===== config.mk =====
export PLATFORM = sky130hd
export DESIGN_NAME = list_sum_engine
export DESIGN_NICKNAME = d
export VERILOG_FILES = /design/src/rtl/list_sum_pkg.sv /design/src/rtl/list_sum_acc.sv /design/src/rtl/list_sum_engine.sv
export SDC_FILE = /design/constraint.sdc
export NUM_CORES = 1
export LEC_CHECK = 0
export CAP_MARGIN = 20
export CORE_MARGIN = 8
export CORE_UTILIZATION = 46
export DETAILED_ROUTE_END_ITERATION = 12
export GPL_TIMING_DRIVEN = 0
export HOLD_SLACK_MARGIN = 0.08
export PLACE_DENSITY = 0.74
export SYNTH_ARGS = -nofsm -noshare
export SYNTH_HDL_FRONTEND = slang
export SYNTH_SLANG_ARGS = --single-unit

===== constraint.sdc =====
create_clock -name i_clk -period 1.9 [get_ports i_clk]
set_input_delay 0.38 -clock i_clk [delete_from_list [all_inputs] [get_ports i_clk]]
set_output_delay 0.38 -clock i_clk [all_outputs]
set_load 0.01 [all_outputs]

===== src/rtl/list_sum_pkg.sv =====
// -----------------------------------------------------------------------------
// list_sum_pkg
// Shared definitions for the list-walking summation engine: FSM state type and
// default parameter values.
// Configuration macro: LIST_SUM_SATURATE_EN (consumed by list_sum_acc).
// -----------------------------------------------------------------------------
package list_sum_pkg;

    localparam int unsigned DefN        = 8;    // data word width
    localparam int unsigned DefAW       = 8;    // memory address width
    localparam int unsigned DefMaxNodes = 255;  // node-count guard

    typedef enum logic [2:0] {
        StIdle,
        StRdVal,
        StRdNxt,
        StLink,
        StFin
    } state_e;

endpackage : list_sum_pkg


===== src/rtl/list_sum_acc.sv =====
// -----------------------------------------------------------------------------
// list_sum_acc
// N-bit unsigned accumulator with sticky carry-out flag.
// Configuration macro: LIST_SUM_SATURATE_EN
//   defined   : on carry out the sum clamps to all ones and stays clamped
//   undefined : the sum wraps modulo 2^N
// Ports:
//   i_clk, i_rst   clock, asynchronous active-high reset
//   i_clear        zero sum and overflow (start of a walk)
//   i_add          add i_addend this cycle
//   i_addend       value to accumulate
//   o_sum          accumulated value
//   o_overflow     sticky carry-out flag for the current walk
// -----------------------------------------------------------------------------
module list_sum_acc
    import list_sum_pkg::*;
#(
    parameter int unsigned N = DefN
) (
    input  logic         i_clk,
    input  logic         i_rst,
    input  logic         i_clear,
    input  logic         i_add,
    input  logic [N-1:0] i_addend,
    output logic [N-1:0] o_sum,
    output logic         o_overflow
);

    logic [N-1:0] r_sum;
    logic         r_overflow;
    logic [N:0]   w_ext;
    logic         w_carry;
    logic [N-1:0] w_sum_next;

    assign w_ext   = {1'b0, r_sum} + {1'b0, i_addend};
    assign w_carry = w_ext[N];

`ifdef LIST_SUM_SATURATE_EN
    // Once overflowed the sum stays pinned at all ones for the rest of the walk.
    assign w_sum_next = (w_carry || r_overflow) ? {N{1'b1}} : w_ext[N-1:0];
`else
    assign w_sum_next = w_ext[N-1:0];
`endif

    always_ff @(posedge i_clk or posedge i_rst) begin
        if (i_rst) begin
            r_sum      <= '0;
            r_overflow <= 1'b0;
        end else if (i_clear) begin
            r_sum      <= '0;
            r_overflow <= 1'b0;
        end else if (i_add) begin
            r_sum      <= w_sum_next;
            r_overflow <= r_overflow | w_carry;
        end
    end

    assign o_sum      = r_sum;
    assign o_overflow = r_overflow;

endmodule : list_sum_acc


===== src/rtl/list_sum_engine.sv =====
// -----------------------------------------------------------------------------
// list_sum_engine
// Walks a linked list held in an external memory and sums the node values.
// Node layout: mem[p] = value, mem[p+1 (wrapping)] = next pointer (low AW bits).
// A next pointer of 0 ends the list; MAX_NODES bounds the walk so cyclic lists
// always terminate with o_err_limit set.
// Configuration macro: LIST_SUM_SATURATE_EN (see list_sum_acc).
// Parameters: N data width (must be >= AW), AW address width, MAX_NODES guard.
// Ports:
//   i_clk, i_rst      clock, asynchronous active-high reset
//   i_start, i_head   walk request and first-node address (sampled in idle)
//   o_busy            high whenever the FSM is not idle
//   o_done            one-cycle end-of-walk pulse (the cycle after FIN)
//   o_sum, o_count    result sum and number of visited nodes
//   o_overflow        sticky carry out of the sum during this walk
//   o_err_limit       walk stopped by the MAX_NODES guard
//   o_mem_rd, o_mem_addr, i_mem_rdata   memory read port, data one cycle later
// -----------------------------------------------------------------------------
module list_sum_engine
    import list_sum_pkg::*;
#(
    parameter int unsigned N         = DefN,
    parameter int unsigned AW        = DefAW,
    parameter int unsigned MAX_NODES = DefMaxNodes
) (
    input  logic          i_clk,
    input  logic          i_rst,
    input  logic          i_start,
    input  logic [AW-1:0] i_head,
    output logic          o_busy,
    output logic          o_done,
    output logic [N-1:0]  o_sum,
    output logic [AW-1:0] o_count,
    output logic          o_overflow,
    output logic          o_err_limit,
    output logic          o_mem_rd,
    output logic [AW-1:0] o_mem_addr,
    input  logic [N-1:0]  i_mem_rdata
);

    localparam logic [AW-1:0] MaxCnt = AW'(MAX_NODES);

    state_e        r_state;
    logic [AW-1:0] r_ptr;
    logic [AW-1:0] r_count;
    logic          r_err_limit;
    logic          r_done;
    logic          r_mem_rd;
    logic [AW-1:0] r_mem_addr;

    logic [AW-1:0] w_next_ptr;
    logic          w_accept;
    logic          w_add;

    assign w_next_ptr = i_mem_rdata[AW-1:0];
    assign w_accept   = (r_state == StIdle) && i_start;
    assign w_add      = (r_state == StRdNxt);

    // Read strobe and address are registered on the transition into the read
    // states, so they are valid throughout RD_VAL / RD_NXT.
    always_ff @(posedge i_clk or posedge i_rst) begin
        if (i_rst) begin
            r_state     <= StIdle;
            r_ptr       <= '0;
            r_count     <= '0;
            r_err_limit <= 1'b0;
            r_done      <= 1'b0;
            r_mem_rd    <= 1'b0;
            r_mem_addr  <= '0;
        end else begin
            r_done   <= 1'b0;
            r_mem_rd <= 1'b0;
            unique case (r_state)
                StIdle: begin
                    if (i_start) begin
                        r_ptr       <= i_head;
                        r_count     <= '0;
                        r_err_limit <= 1'b0;
                        r_mem_rd    <= 1'b1;
                        r_mem_addr  <= i_head;
                        r_state     <= StRdVal;
                    end
                end
                StRdVal: begin
                    r_mem_rd   <= 1'b1;
                    r_mem_addr <= r_ptr + AW'(1);  // wraps at 2^AW
                    r_state    <= StRdNxt;
                end
                StRdNxt: begin
                    r_count <= r_count + AW'(1);
                    r_state <= StLink;
                end
                StLink: begin
                    if (w_next_ptr == '0) begin
                        r_state <= StFin;
                    end else if (r_count == MaxCnt) begin
                        r_err_limit <= 1'b1;
                        r_state     <= StFin;
                    end else begin
                        r_ptr      <= w_next_ptr;
                        r_mem_rd   <= 1'b1;
                        r_mem_addr <= w_next_ptr;
                        r_state    <= StRdVal;
                    end
                end
                StFin: begin
                    r_done  <= 1'b1;
                    r_state <= StIdle;
                end
                default: r_state <= StIdle;
            endcase
        end
    end

    list_sum_acc #(
        .N (N)
    ) u_acc (
        .i_clk      (i_clk),
        .i_rst      (i_rst),
        .i_clear    (w_accept),
        .i_add      (w_add),
        .i_addend   (i_mem_rdata),
        .o_sum      (o_sum),
        .o_overflow (o_overflow)
    );

    assign o_busy      = (r_state != StIdle);
    assign o_done      = r_done;
    assign o_count     = r_count;
    assign o_err_limit = r_err_limit;
    assign o_mem_rd    = r_mem_rd;
    assign o_mem_addr  = r_mem_addr;

endmodule : list_sum_engine


# ---- Word-level counts from Yosys, hierarchy flattened
# Cells that the tools add are included.
dict set report classes {
  addsub 3
  eq_ne 9
  mux 24
  bitwise 1
  n_reduce_logical 12
}
# cell n
set ops {}
lappend ops {{two-way mux 8 bit} 6}
lappend ops {{case mux 8 bit (2 select lines)} 2}
lappend ops {{case mux 8 bit (3 select lines)} 1}
lappend ops {{adder 8 x 1 -> 8 bit, second input constant} 2}
lappend ops {{case mux 3 bit (4 select lines)} 1}
lappend ops {{AND reduction 4 bit} 3}
lappend ops {{adder 8 x 8 -> 9 bit} 1}
lappend ops {{two-way mux 1 bit} 9}
lappend ops {{two-way mux 3 bit} 3}
lappend ops {{equality test 8 bit, second input constant} 1}
lappend ops {{logical NOT 8 bit} 1}
lappend ops {{inequality test 2 bit, second input constant} 4}
lappend ops {{equality test 3 x 2 -> 1 bit, second input constant} 2}
lappend ops {{nonzero test 2 bit} 3}
lappend ops {{nonzero test 3 bit} 2}
lappend ops {{equality test 3 x 1 -> 1 bit, second input constant} 1}
lappend ops {{equality test 3 bit, second input constant} 1}
lappend ops {{logical NOT 3 bit} 1}
lappend ops {{case mux 1 bit (3 select lines)} 1}
lappend ops {{case mux 1 bit (2 select lines)} 1}
lappend ops {{AND reduction 2 bit} 1}
lappend ops {{logical AND 1 bit} 1}
lappend ops {{bitwise OR 1 bit} 1}
dict set report totals {
  register_bits 39
  input_bits 19
  output_inout_bits 29
  word_cells 58
}

# ---- Depth between registers and ports, before layout
# Gate-level depths: netlist of run 1.
dict set report depth {
  depth_word 4
  depth_mapped 8
  depth_no_buf 8
}

# ---- Hierarchy
# Synthesis of run 1 repeated with hierarchy kept, for this count alone.
dict set report unflattened {
  hier_cells 245
  area_unflattened_um2 2371.0
}
# module instances cells_per_inst area_per_inst_um2 seq_area_each_um2
set modules_own_cells {}
lappend modules_own_cells {list_sum_engine 1 174 1669.1 750.7}
lappend modules_own_cells {list_sum_acc 1 71 701.9 225.2}

# ---- Worst setup path after synthesis of run 1
# Ideal clock, no wire load.
dict set report synth_timing {
  path_kind {register -> register}
  startpoint {register r_count[0], in the netlist o_count[0]}
  endpoint {register r_mem_addr[0], in the netlist o_mem_addr[0]}
  setup_ns 0.125
  arrival_time_ns 1.811
  required_time_ns 1.775
  setup_slack_ns -0.036
  stages_incl_launch_ff 8
  path_buffers 1
  period_less_slack_ns 1.936
  cell_sequence {dfrtp_1 -> ha_1 -> and3_1 -> buf_6 -> nand4_4 -> a21oi_2 -> nor3_4 -> mux2_2}
}
dict set report synth_between {
  elab_chain_cells 3
}
# element line_no
set synth_lines {}
lappend synth_lines {{from (decl)} list_sum_engine.sv:45} ;# logic [AW-1:0] r_count;
lappend synth_lines {{from (signal assigned)} list_sum_engine.sv:90} ;# r_count <= r_count + AW'(1);
lappend synth_lines {{equality test 8 bit} list_sum_engine.sv:96} ;# end else if (r_count == MaxCnt) begin
lappend synth_lines {{inequality test 2 bit (no source line)} -}
lappend synth_lines {{AND reduction 4 bit (no source line)} -}
lappend synth_lines {{to (signal assigned)} list_sum_engine.sv:80} ;# r_mem_addr <= i_head;
lappend synth_lines {{to (signal assigned)} list_sum_engine.sv:86} ;# r_mem_addr <= r_ptr + AW'(1);
lappend synth_lines {{to (signal assigned)} list_sum_engine.sv:102} ;# r_mem_addr <= w_next_ptr;
lappend synth_lines {{to (decl)} list_sum_engine.sv:49} ;# logic [AW-1:0] r_mem_addr;
# Every way passes these cells.
# A chain may end at the register's enable or synchronous reset.

# ---- Worst setup path in the final report of run 1
dict set report layout_timing {
  startpoint {register u_acc.r_sum[0], in the netlist u_acc.o_sum[0]}
  endpoint {register u_acc.r_sum[6], in the netlist u_acc.o_sum[6]}
}
dict set report layout_between {
  elab_chain_cells 3
}
# element line_no
set layout_lines {}
lappend layout_lines {{from (decl)} list_sum_acc.sv:29} ;# logic [N-1:0] r_sum;
lappend layout_lines {{from (signal assigned)} list_sum_acc.sv:53} ;# r_sum <= w_sum_next;
lappend layout_lines {{adder 8 x 8 -> 9 bit} list_sum_acc.sv:35} ;# assign w_ext = {1'b0, r_sum} + {1'b0, i_addend};
lappend layout_lines {{two-way mux 8 bit} list_sum_acc.sv:52} ;# end else if (i_add) begin
lappend layout_lines {{two-way mux 8 bit} list_sum_acc.sv:49} ;# end else if (i_clear) begin
# Every way passes these cells. The select of a mux whose other input is x is not followed.

==> results by group, run 1 <==
Floorplan
  – FP Rows: 25
  – IO Pins: between 40 and 50
  – Die Area: 7540 µm²
  – Initial Utilization: 48.2%
  – Die W: a little under 90 µm
  – Core footprint: about 4800 µm²
  – Die Ht: roughly 87 µm

Global route
  – Largest net degree at the start of global routing: 40
  – Grt ovf: 0
  – Global-route wire length before repair: between 10 and 15 mm
  – All-Layer GR Usage: around 17%
  – Initial antenna violation count: 0
  – Vias in the first global route: roughly 2100

Worst setup path
  – Worst r2r path cells: 8
  – CP max FO: 3
  – Worst R2R Start: u_acc.o_sum[0]
  – Crit end category: register
  – FF-to-FF setup slack: slightly above 0.02 ns
  – Crit Path Category: reg -> reg
  – Critical Path RT: ~2.1 ns
  – Worst Path Arrival: roughly 2.1 ns
  – Reg2reg end: u_acc.o_sum[6]
  – Critical Path Source Type: register

Synth
  – Yosys top cell area share: 42.3%
  – Gate Count Post-Synth: roughly 250
  – Synth cell types: 46
  – Async SR Flop Fraction: 100%
  – Mapped cell area: 2310 µm²
  – Synth Warn #: 0
  – Most used DFF post-synth: dfrtp_1
  – Synth area leaders: dfrtp_1, o21ai_0, nand2_1
  – Synth Register Bits: 39
  – Syn Area/Cell: slightly above 9 µm²
  – Post-synthesis sequential area ratio: about 42%
  – Number of synthesized flops with an enable pin: 0
  – Leading area contributor after synthesis: dfrtp_1
  – Syn nets: approximately 280

Flow run
  – Max Cap Viol: 0

Pwr
  – Seq pwr share: 29.2%
  – Part of the power in the clock network: ~13%
  – Leakage: around 1.4 nW
  – Pwr/cell area: about 1500 nW/µm²
  – Net Switching: 0.00200 W
  – Max VDD drop: 0.699 mV
  – Net switching share of the total power: between 40% and 50%
  – PnR Total Power: 0.00492 W
  – Comb power frac: approximately 58%
  – P_int: 0.00293 W

STA
  – Final slew viol count: 0
  – RSZ-0062 raised after global routing: true
  – Final setup violation count: 0
  – Fmax: about 530 MHz
  – Worst Tran Pin Value: 0.830 ns
  – Final Cycle Share: 98.9%
  – Final hold violations: 0
  – Slew HR: between 40% and 50%
  – Minimum clock period: roughly 1.9 ns
  – Setup TNS: 0 ns
  – Clk_skew: about 0.0034 ns

Drt
  – Drt first pass iters: 4
  – Iteration-0 DRC Markers: about 150
  – Per-cell routed wire length: between 15 and 20 µm
  – Vias: roughly 2100
  – Via density: between 5 and 6
  – Routed Antenna Nets: 0
  – DRC viols: 0
  – Total wire length: 6.28 mm

Placed design
  – Placed cells: around 360
  – PortBufs: 47
  – DP HPWL: 4.37 mm
  – Global placement routability congestion: around 0.86

CTS
  – Clock transition at the registers of the reported paths: 0.08 ns
  – Hold buffers post-CTS: 0
  – CTS tree: done
  – Clock Sink Count: 39
  – H-tree depth: 2
  – Clock latency on the worst-skew pair: around 0.30 ns
  – Root buffer cell: clkbuf_8
  – Max clock buf depth: 2
  – CTS buffer count: 5

Finish
  – Layout cells sized above 1: a little under a fifth
  – ANT cells: 0
  – Synth-to-Final Area Change: 38.3%
  – Layout Nets: 342
  – Non-Filler Instances: 380

Worst hold path
  – Hold Path End: o_mem_addr[7]
  – Worst Hold Class: reg -> reg
  – Worst hold path cell count: 1
  – Hold wc startpoint: o_mem_addr[7]

Run status
  – Outcome: complete, no violations
-- sequential cells by signal, indices dropped and copies added, names as in the netlist --
name / count
o_mem_addr: 8
o_mem_rd: 1
r_ptr: 8
o_count: 8
o_done: 1
u_acc.o_overflow: 1
o_err_limit: 1
u_acc.o_sum: 8
r_state: 3
-- cell type report --
type / count / area (µm²)
repair buffers: 60 / 604
fillers: 381 / 1600
multi-input cells: 188 / 1340
plain buffers: 10 / 52.6
clock buffers: 8 / 100
well taps: 67 / 83.8
flip-flops and latches: 39 / 976
inverters: 8 / 30.0
-- through the flow --
step | hold slack, ns | utilization (%) | setup slack (ns) | instance area (µm²)
3_3_place_gp | 0.486 | 59.8 | -0.672 | 2860
6_report | 0.510 | 66.7 | 0.0207 | 3190
3_5_place_dp | 0.495 | 59.8 | -0.680 | 2860
4_1_cts | 0.512 | 64.9 | -0.0673 | 3100
2_1_floorplan | 0.470 | - | -0.0254 | 2310
5_1_grt | 0.519 | 66.7 | -0.148 | 3190
-- timing repair --
action / in CTS / in global routing
resized for setup: 24 / 15
pin swaps: 4 / 6
setup buffers: 6 / 6
gates cloned: 1 / 0
endpoints found under the setup margin: 25 / 31
-- per-layer routing --
metal / vias up / global-route usage (%) / wire length [µm]
met5: - / 0 / 0
met4: 0 / 6.73 / 124
met3: 12 / 3.69 / 339
met2: 63 / 26.8 / 3010
met1: 1034 / 22.4 / 2810
li1: 1009 / - / -
-- power by group through the flow --
| stage | logic, W | clock network [W] | registers [W] |
|---|---|---|---|
| 2_1_floorplan | 0.00151 | 0 | 0.00150 |
| 3_3_place_gp | 0.00242 | 0 | 0.00143 |
| 3_5_place_dp | 0.00248 | 0 | 0.00145 |
| 4_1_cts | 0.00276 | 0.000643 | 0.00142 |
| 5_1_grt | 0.00315 | 0.000672 | 0.00149 |
| 6_report | 0.00285 | 0.000634 | 0.00144 |
-- cells in the final DEF, fill, tap and decap left out, types with 3 or more instances in the layout --
master	count
a21oi_1	9
and2_1	3
buf_2	6
and3_1	3
inv_1	6
xor2_1	6
xnor2_1	4
nor2_1	11
nand3_1	9
clkbuf_8	7
dfrtp_1	39
buf_4	11
dlygate4sd2_1	6
clkdlybuf4s50_1	38
o21ai_0	36
ha_1	7
mux2_2	9
mux2i_1	9
nand2_1	36
a211oi_1	3
or3_1	3
a21oi_2	3
nor3_4	3
-- cells by family (layout without fill, tap and decap cells) --
kind of cell             Yosys count  count (layout)  share of synthesized area [%]
multiplexers                      19              19                           8.79
AO/OA/AOI/OAI                     67              67                           17.0
buffers and inverters             20              86                           4.12
AND/OR/NAND/NOR                   81              81                           17.7
adder cells (fa/ha/maj)           11              11                           6.29
flip-flops                        39              39                           42.3
XOR/XNOR                          10              10                           3.80
-- cell usage after synthesis, types with 2 or more instances --
master	count
dfrtp_1	39
nand2_1	36
o21ai_0	36
a21oi_1	11
nor2_1	11
ha_1	10
mux2_2	10
mux2i_1	9
nand3_1	9
inv_1	7
xor2_1	6
and3_1	4
buf_2	4
clkbuf_1	4
xnor2_1	4
a211oi_1	3
and2_1	3
nor3_1	3
or3_1	3
a21o_1	2
a21oi_2	2
a22oi_1	2
a31oi_1	2
buf_4	2
nand2b_1	2
nor4_1	2
o31ai_1	2
-- worst max path at each step --
stage              startpoint             end  slack [ns]  cells after the start
5_1_grt            r_state[1]      o_count[2]       -0.15                      7
2_1_floorplan      o_count[0]   o_mem_addr[0]       -0.03                      7
3_3_place_gp   i_mem_rdata[0]  u_acc.o_sum[6]       -0.67                      9
3_5_place_dp   i_mem_rdata[0]  u_acc.o_sum[6]       -0.68                      9
6_report       u_acc.o_sum[0]  u_acc.o_sum[6]        0.02                      8
4_1_cts            o_count[0]   o_mem_addr[5]       -0.07                      8
-- critical path: stages (launching register included) --
cell,delay [ns]
dfrtp_1,0.40
ha_2,0.20
inv_1,0.07
fa_2,0.22
nor2b_2,0.05
o21ai_2,0.14
a21oi_2,0.09
or3_1,0.35
a32o_1,0.26
No activity file was read; power rests on OpenSTA's default activity.
==> run 2, diff against run 1 <==
--- a/config.mk
+++ b/config.mk
@@ -5,13 +5,14 @@
 export SDC_FILE = /design/constraint.sdc
 export NUM_CORES = 1
 export LEC_CHECK = 0
+export ABC_AREA = 1
 export CAP_MARGIN = 20
 export CORE_MARGIN = 8
-export CORE_UTILIZATION = 46
+export CORE_UTILIZATION = 47
 export DETAILED_ROUTE_END_ITERATION = 12
 export GPL_TIMING_DRIVEN = 0
 export HOLD_SLACK_MARGIN = 0.08
-export PLACE_DENSITY = 0.74
+export PLACE_DENSITY = 0.75
 export SYNTH_ARGS = -nofsm -noshare
 export SYNTH_HDL_FRONTEND = slang
 export SYNTH_SLANG_ARGS = --single-unit
==> results by group, run 2 <==
Global route
  – M1 GR Usage: 21.5% (was 22.4%)
  – Met3 Resource Use GR: 5.75% (was 3.69%)
  – Met2 usage: 29.0% (was 26.8%)
  – GRT Max-Usage Layer: met2 (unchanged)
  – Vias in the first global route: 2327 (was 2118)
  – Initial antenna violation count: 0 (unchanged)
  – All-Layer GR Usage: 17.5% (was 17.1%)
  – Global-route wire length before repair: 10.6 mm (was 10.1 mm)
  – Largest net degree at the start of global routing: 40 (unchanged)
  – Grt ovf: 0 (unchanged)

STA
  – Minimum clock period: 1.78 ns (was 1.88 ns)
  – Fmax: 562 MHz (was 532 MHz)
  – Slew HR: 45.2% (was 44.6%)
  – Final Cycle Share: 93.6% (was 98.9%)
  – Final slew viol count: 0 (unchanged)
  – Final setup violation count: 0 (unchanged)
  – Setup TNS: 0 ns (unchanged)
  – RSZ-0062 raised after global routing: false (was true)
  – Worst Tran Pin Value: 0.821 ns (was 0.830 ns)
  – Fin Hold WS: 0.510 ns (about the same)
  – Final hold violations: 0 (unchanged)
  – Clk_skew: 0.00574 ns (was 0.00338 ns)

Drt
  – Vias: 2322 (was 2118)
  – Per-cell routed wire length: 13.3 µm (was 16.5 µm)
  – DRC viols: 0 (unchanged)
  – Via density: 4.97 (was 5.57)
  – Iteration-0 DRC Markers: 164 (was 145)
  – Total wire length: 6.22 mm (was 6.28 mm)
  – Routed Antenna Nets: 0 (unchanged)
  – Drt first pass iters: 5 (was 4)

Synth
  – Post-synthesis sequential area ratio: 40.9% (was 42.3%)
  – Leading area contributor after synthesis: dfrtp_1 (unchanged)
  – Gate Count Post-Synth: 342 (was 247)
  – Yosys top cell area share: 40.9% (was 42.3%)
  – Async SR Flop Fraction: 100% (unchanged)
  – Synth Warn #: 0 (unchanged)
  – Top-count cell post-synth: nand2_1 (was dfrtp_1)
  – Number of synthesized flops with an enable pin: 0 (unchanged)
  – Synth top cells by count: nand2_1, nand3_1, inv_1, dfrtp_1, nor2_1 (was dfrtp_1, nand2_1, o21ai_0, a21oi_1, nor2_1)
  – Most used DFF post-synth: dfrtp_1 (unchanged)
  – Syn Area/Cell: 6.98 µm² (was 9.34 µm²)
  – Mapped cell area: 2390 µm² (was 2310 µm²)
  – Synth area leaders: dfrtp_1, nand2_1, nand3_1 (was dfrtp_1, o21ai_0, nand2_1)
  – Syn nets: 372 (was 277)
  – Synth cell types: 25 (was 46)
  – Synth Register Bits: 39 (unchanged)

Pwr
  – Pwr/cell area: 1590 nW/µm² (was 1540 nW/µm²)
  – Seq pwr share: 30.4% (was 29.2%)
  – Max VDD drop: 0.713 mV (was 0.699 mV)
  – P_int: 0.00278 W (was 0.00293 W)
  – Leakage: 1.63 nW (was 1.41 nW)
  – Part of the power in the clock network: 17.0% (was 12.9%)
  – Net switching share of the total power: 43.3% (was 40.6%)
  – Comb power frac: 52.6% (was 57.9%)
  – Net Switching: 0.00212 W (was 0.00200 W)

Floorplan
  – FP Rows: 26 (was 25)
  – Die Ht: 87.3 µm (was 86.8 µm)
  – IO Pins: 48 (unchanged)
  – Core footprint: 5010 µm² (was 4790 µm²)
  – Die W: 87.3 µm (was 86.8 µm)
  – Die Area: 7610 µm² (was 7540 µm²)
  – Initial Utilization: 47.6% (was 48.2%)

Finish
  – ANT cells: 0 (unchanged)
  – Synth-to-Final Area Change: 29.2% (was 38.3%)
  – Non-Filler Instances: 467 (was 380)
  – Commonest non-fill, non-tap cells in the layout: nand2_1, clkdlybuf4s50_1, nand3_1 (was dfrtp_1, clkdlybuf4s50_1, nand2_1, o21ai_0)
  – Layout fillers: 483 (was 381)
  – Layout Nets: 426 (was 342)
  – Layout cells sized above 1: 6.30% (was 18.5%)
  – Most common cell after layout, fill and taps aside: nand2_1 (was dfrtp_1)

Run status
  – Outcome: complete, no violations (unchanged)

CTS
  – Max clock buf depth: 2 (unchanged)
  – CTS buffer count: 5 (unchanged)
  – Post-CTS setup buffer count: 0 (was 6)
  – Clock latency on the worst-skew pair: 0.30 ns (about the same)
  – Clock Sink Count: 39 (unchanged)
  – Root buffer cell: clkbuf_8 (unchanged)
  – Clock transition at the registers of the reported paths: 0.08 ns (about the same)
  – H-tree depth: 2 (unchanged)
  – CTS tree: done (unchanged)

Worst setup path
  – Crit end category: register (unchanged)
  – Worst Path Arrival: 1.97 ns (was 2.07 ns)
  – Critical Path Source Type: input pin (was register)
  – Critical Path RT: 2.09 ns (about the same)
  – Crit Path Category: in -> reg (was reg -> reg)
  – CP max FO: 4 (was 3)

Placed design
  – PortBufs: 47 (unchanged)
  – Placed cells: 459 (was 361)
  – DP HPWL: 4.61 mm (was 4.37 mm)
  – Global placement routability congestion: 0.850 (was 0.862)

Flow run
  – Max Cap Viol: 0 (unchanged)

Worst hold path
  – Worst Hold Class: reg -> reg (unchanged)
-- run 2: per-stage QoR --
step | instance area, µm² | worst slack, ns | utilization (%) | total power [W]
detailed placement | 2940 | -0.342 | 58.8 | 0.00408
floorplan | 2390 | 0.311 | - | 0.00309
global placement | 2940 | -0.324 | 58.8 | 0.00401
global route | 3080 | 0.00502 | 61.5 | 0.00535
finish | 3080 | 0.121 | 61.5 | 0.00490
CTS | 3080 | 0.00518 | 61.4 | 0.00493
-- run 2: area by class of cell --
| type | count | area [µm²] | area share [%] |
|---|---|---|---|
| Tap cell | 70 | 87.6 | 2.84 |
| Clock inverter | 2 | 60.1 | 1.95 |
| Inverter | 44 | 165 | 5.36 |
| Clock buffer | 6 | 72.6 | 2.35 |
| Sequential cell | 39 | 978 | 31.7 |
| Timing Repair Buffer | 47 | 472 | 15.3 |
| Multi-Input combinational cell | 256 | 1230 | 39.8 |
| Buffer | 3 | 21.3 | 0.690 |
-- run 2: path summary, 6_finish.rpt --
check / slack [ns] / start / to / depth (start not counted)
hold / removal: 0.51 / r_state[0] / o_done / 1
max in group asynchronous: 0.77 / i_rst / r_state[1] / 2
min in group asynchronous: 0.56 / i_rst / o_err_limit / 2
setup / recovery: 0.12 / i_mem_rdata[1] / u_acc.o_sum[6] / 11
hold reg to reg: 0.51 / r_state[0] / o_done / 1
setup reg to reg: 0.23 / u_acc.o_sum[0] / u_acc.o_sum[6] / 11
-- run 2: critical path, stage by stage --
cell	delay, ns
clkdlybuf4s50_1	0.53
inv_1	0.08
fa_1	0.43
inv_1	0.07
nand3_1	0.07
nand2_2	0.11
nand2_1	0.08
nand2_1	0.06
nand2_1	0.04
nand3_1	0.06
nand2_1	0.05
-- run 2: power groups by stage --
| stage | clock, W | combinational (W) | sequential, W |
|---|---|---|---|
| 2_1_floorplan | 0 | 0.00155 | 0.00154 |
| 3_3_place_gp | 0 | 0.00253 | 0.00148 |
| 3_5_place_dp | 0 | 0.00259 | 0.00149 |
| 4_1_cts | 0.000833 | 0.00262 | 0.00148 |
| 5_1_grt | 0.000874 | 0.00293 | 0.00155 |
| 6_report | 0.000831 | 0.00258 | 0.00149 |
-- run 2: logic make-up after synthesis --
group,count (synthesis),synth area share [%]
simple gates,216,38.4
buf+inv,47,7.81
flops,39,40.9
compound gates,28,6.45
fa+ha+maj,11,6.08
xor+xnor,1,0.367
-- run 2: per-layer routing --
| metal | part of all wire [%] | wire, µm |
|---|---|---|
| met5 | 0 | 0 |
| met4 | 1.0 | 63 |
| met3 | 6.0 | 374 |
| met2 | 49 | 3030 |
| met1 | 44 | 2750 |
-- run 2: timing repair --
action,CTS,global route
gates resized for setup,2,3
hold buffers,0,0
setup endpoints to repair,1,1
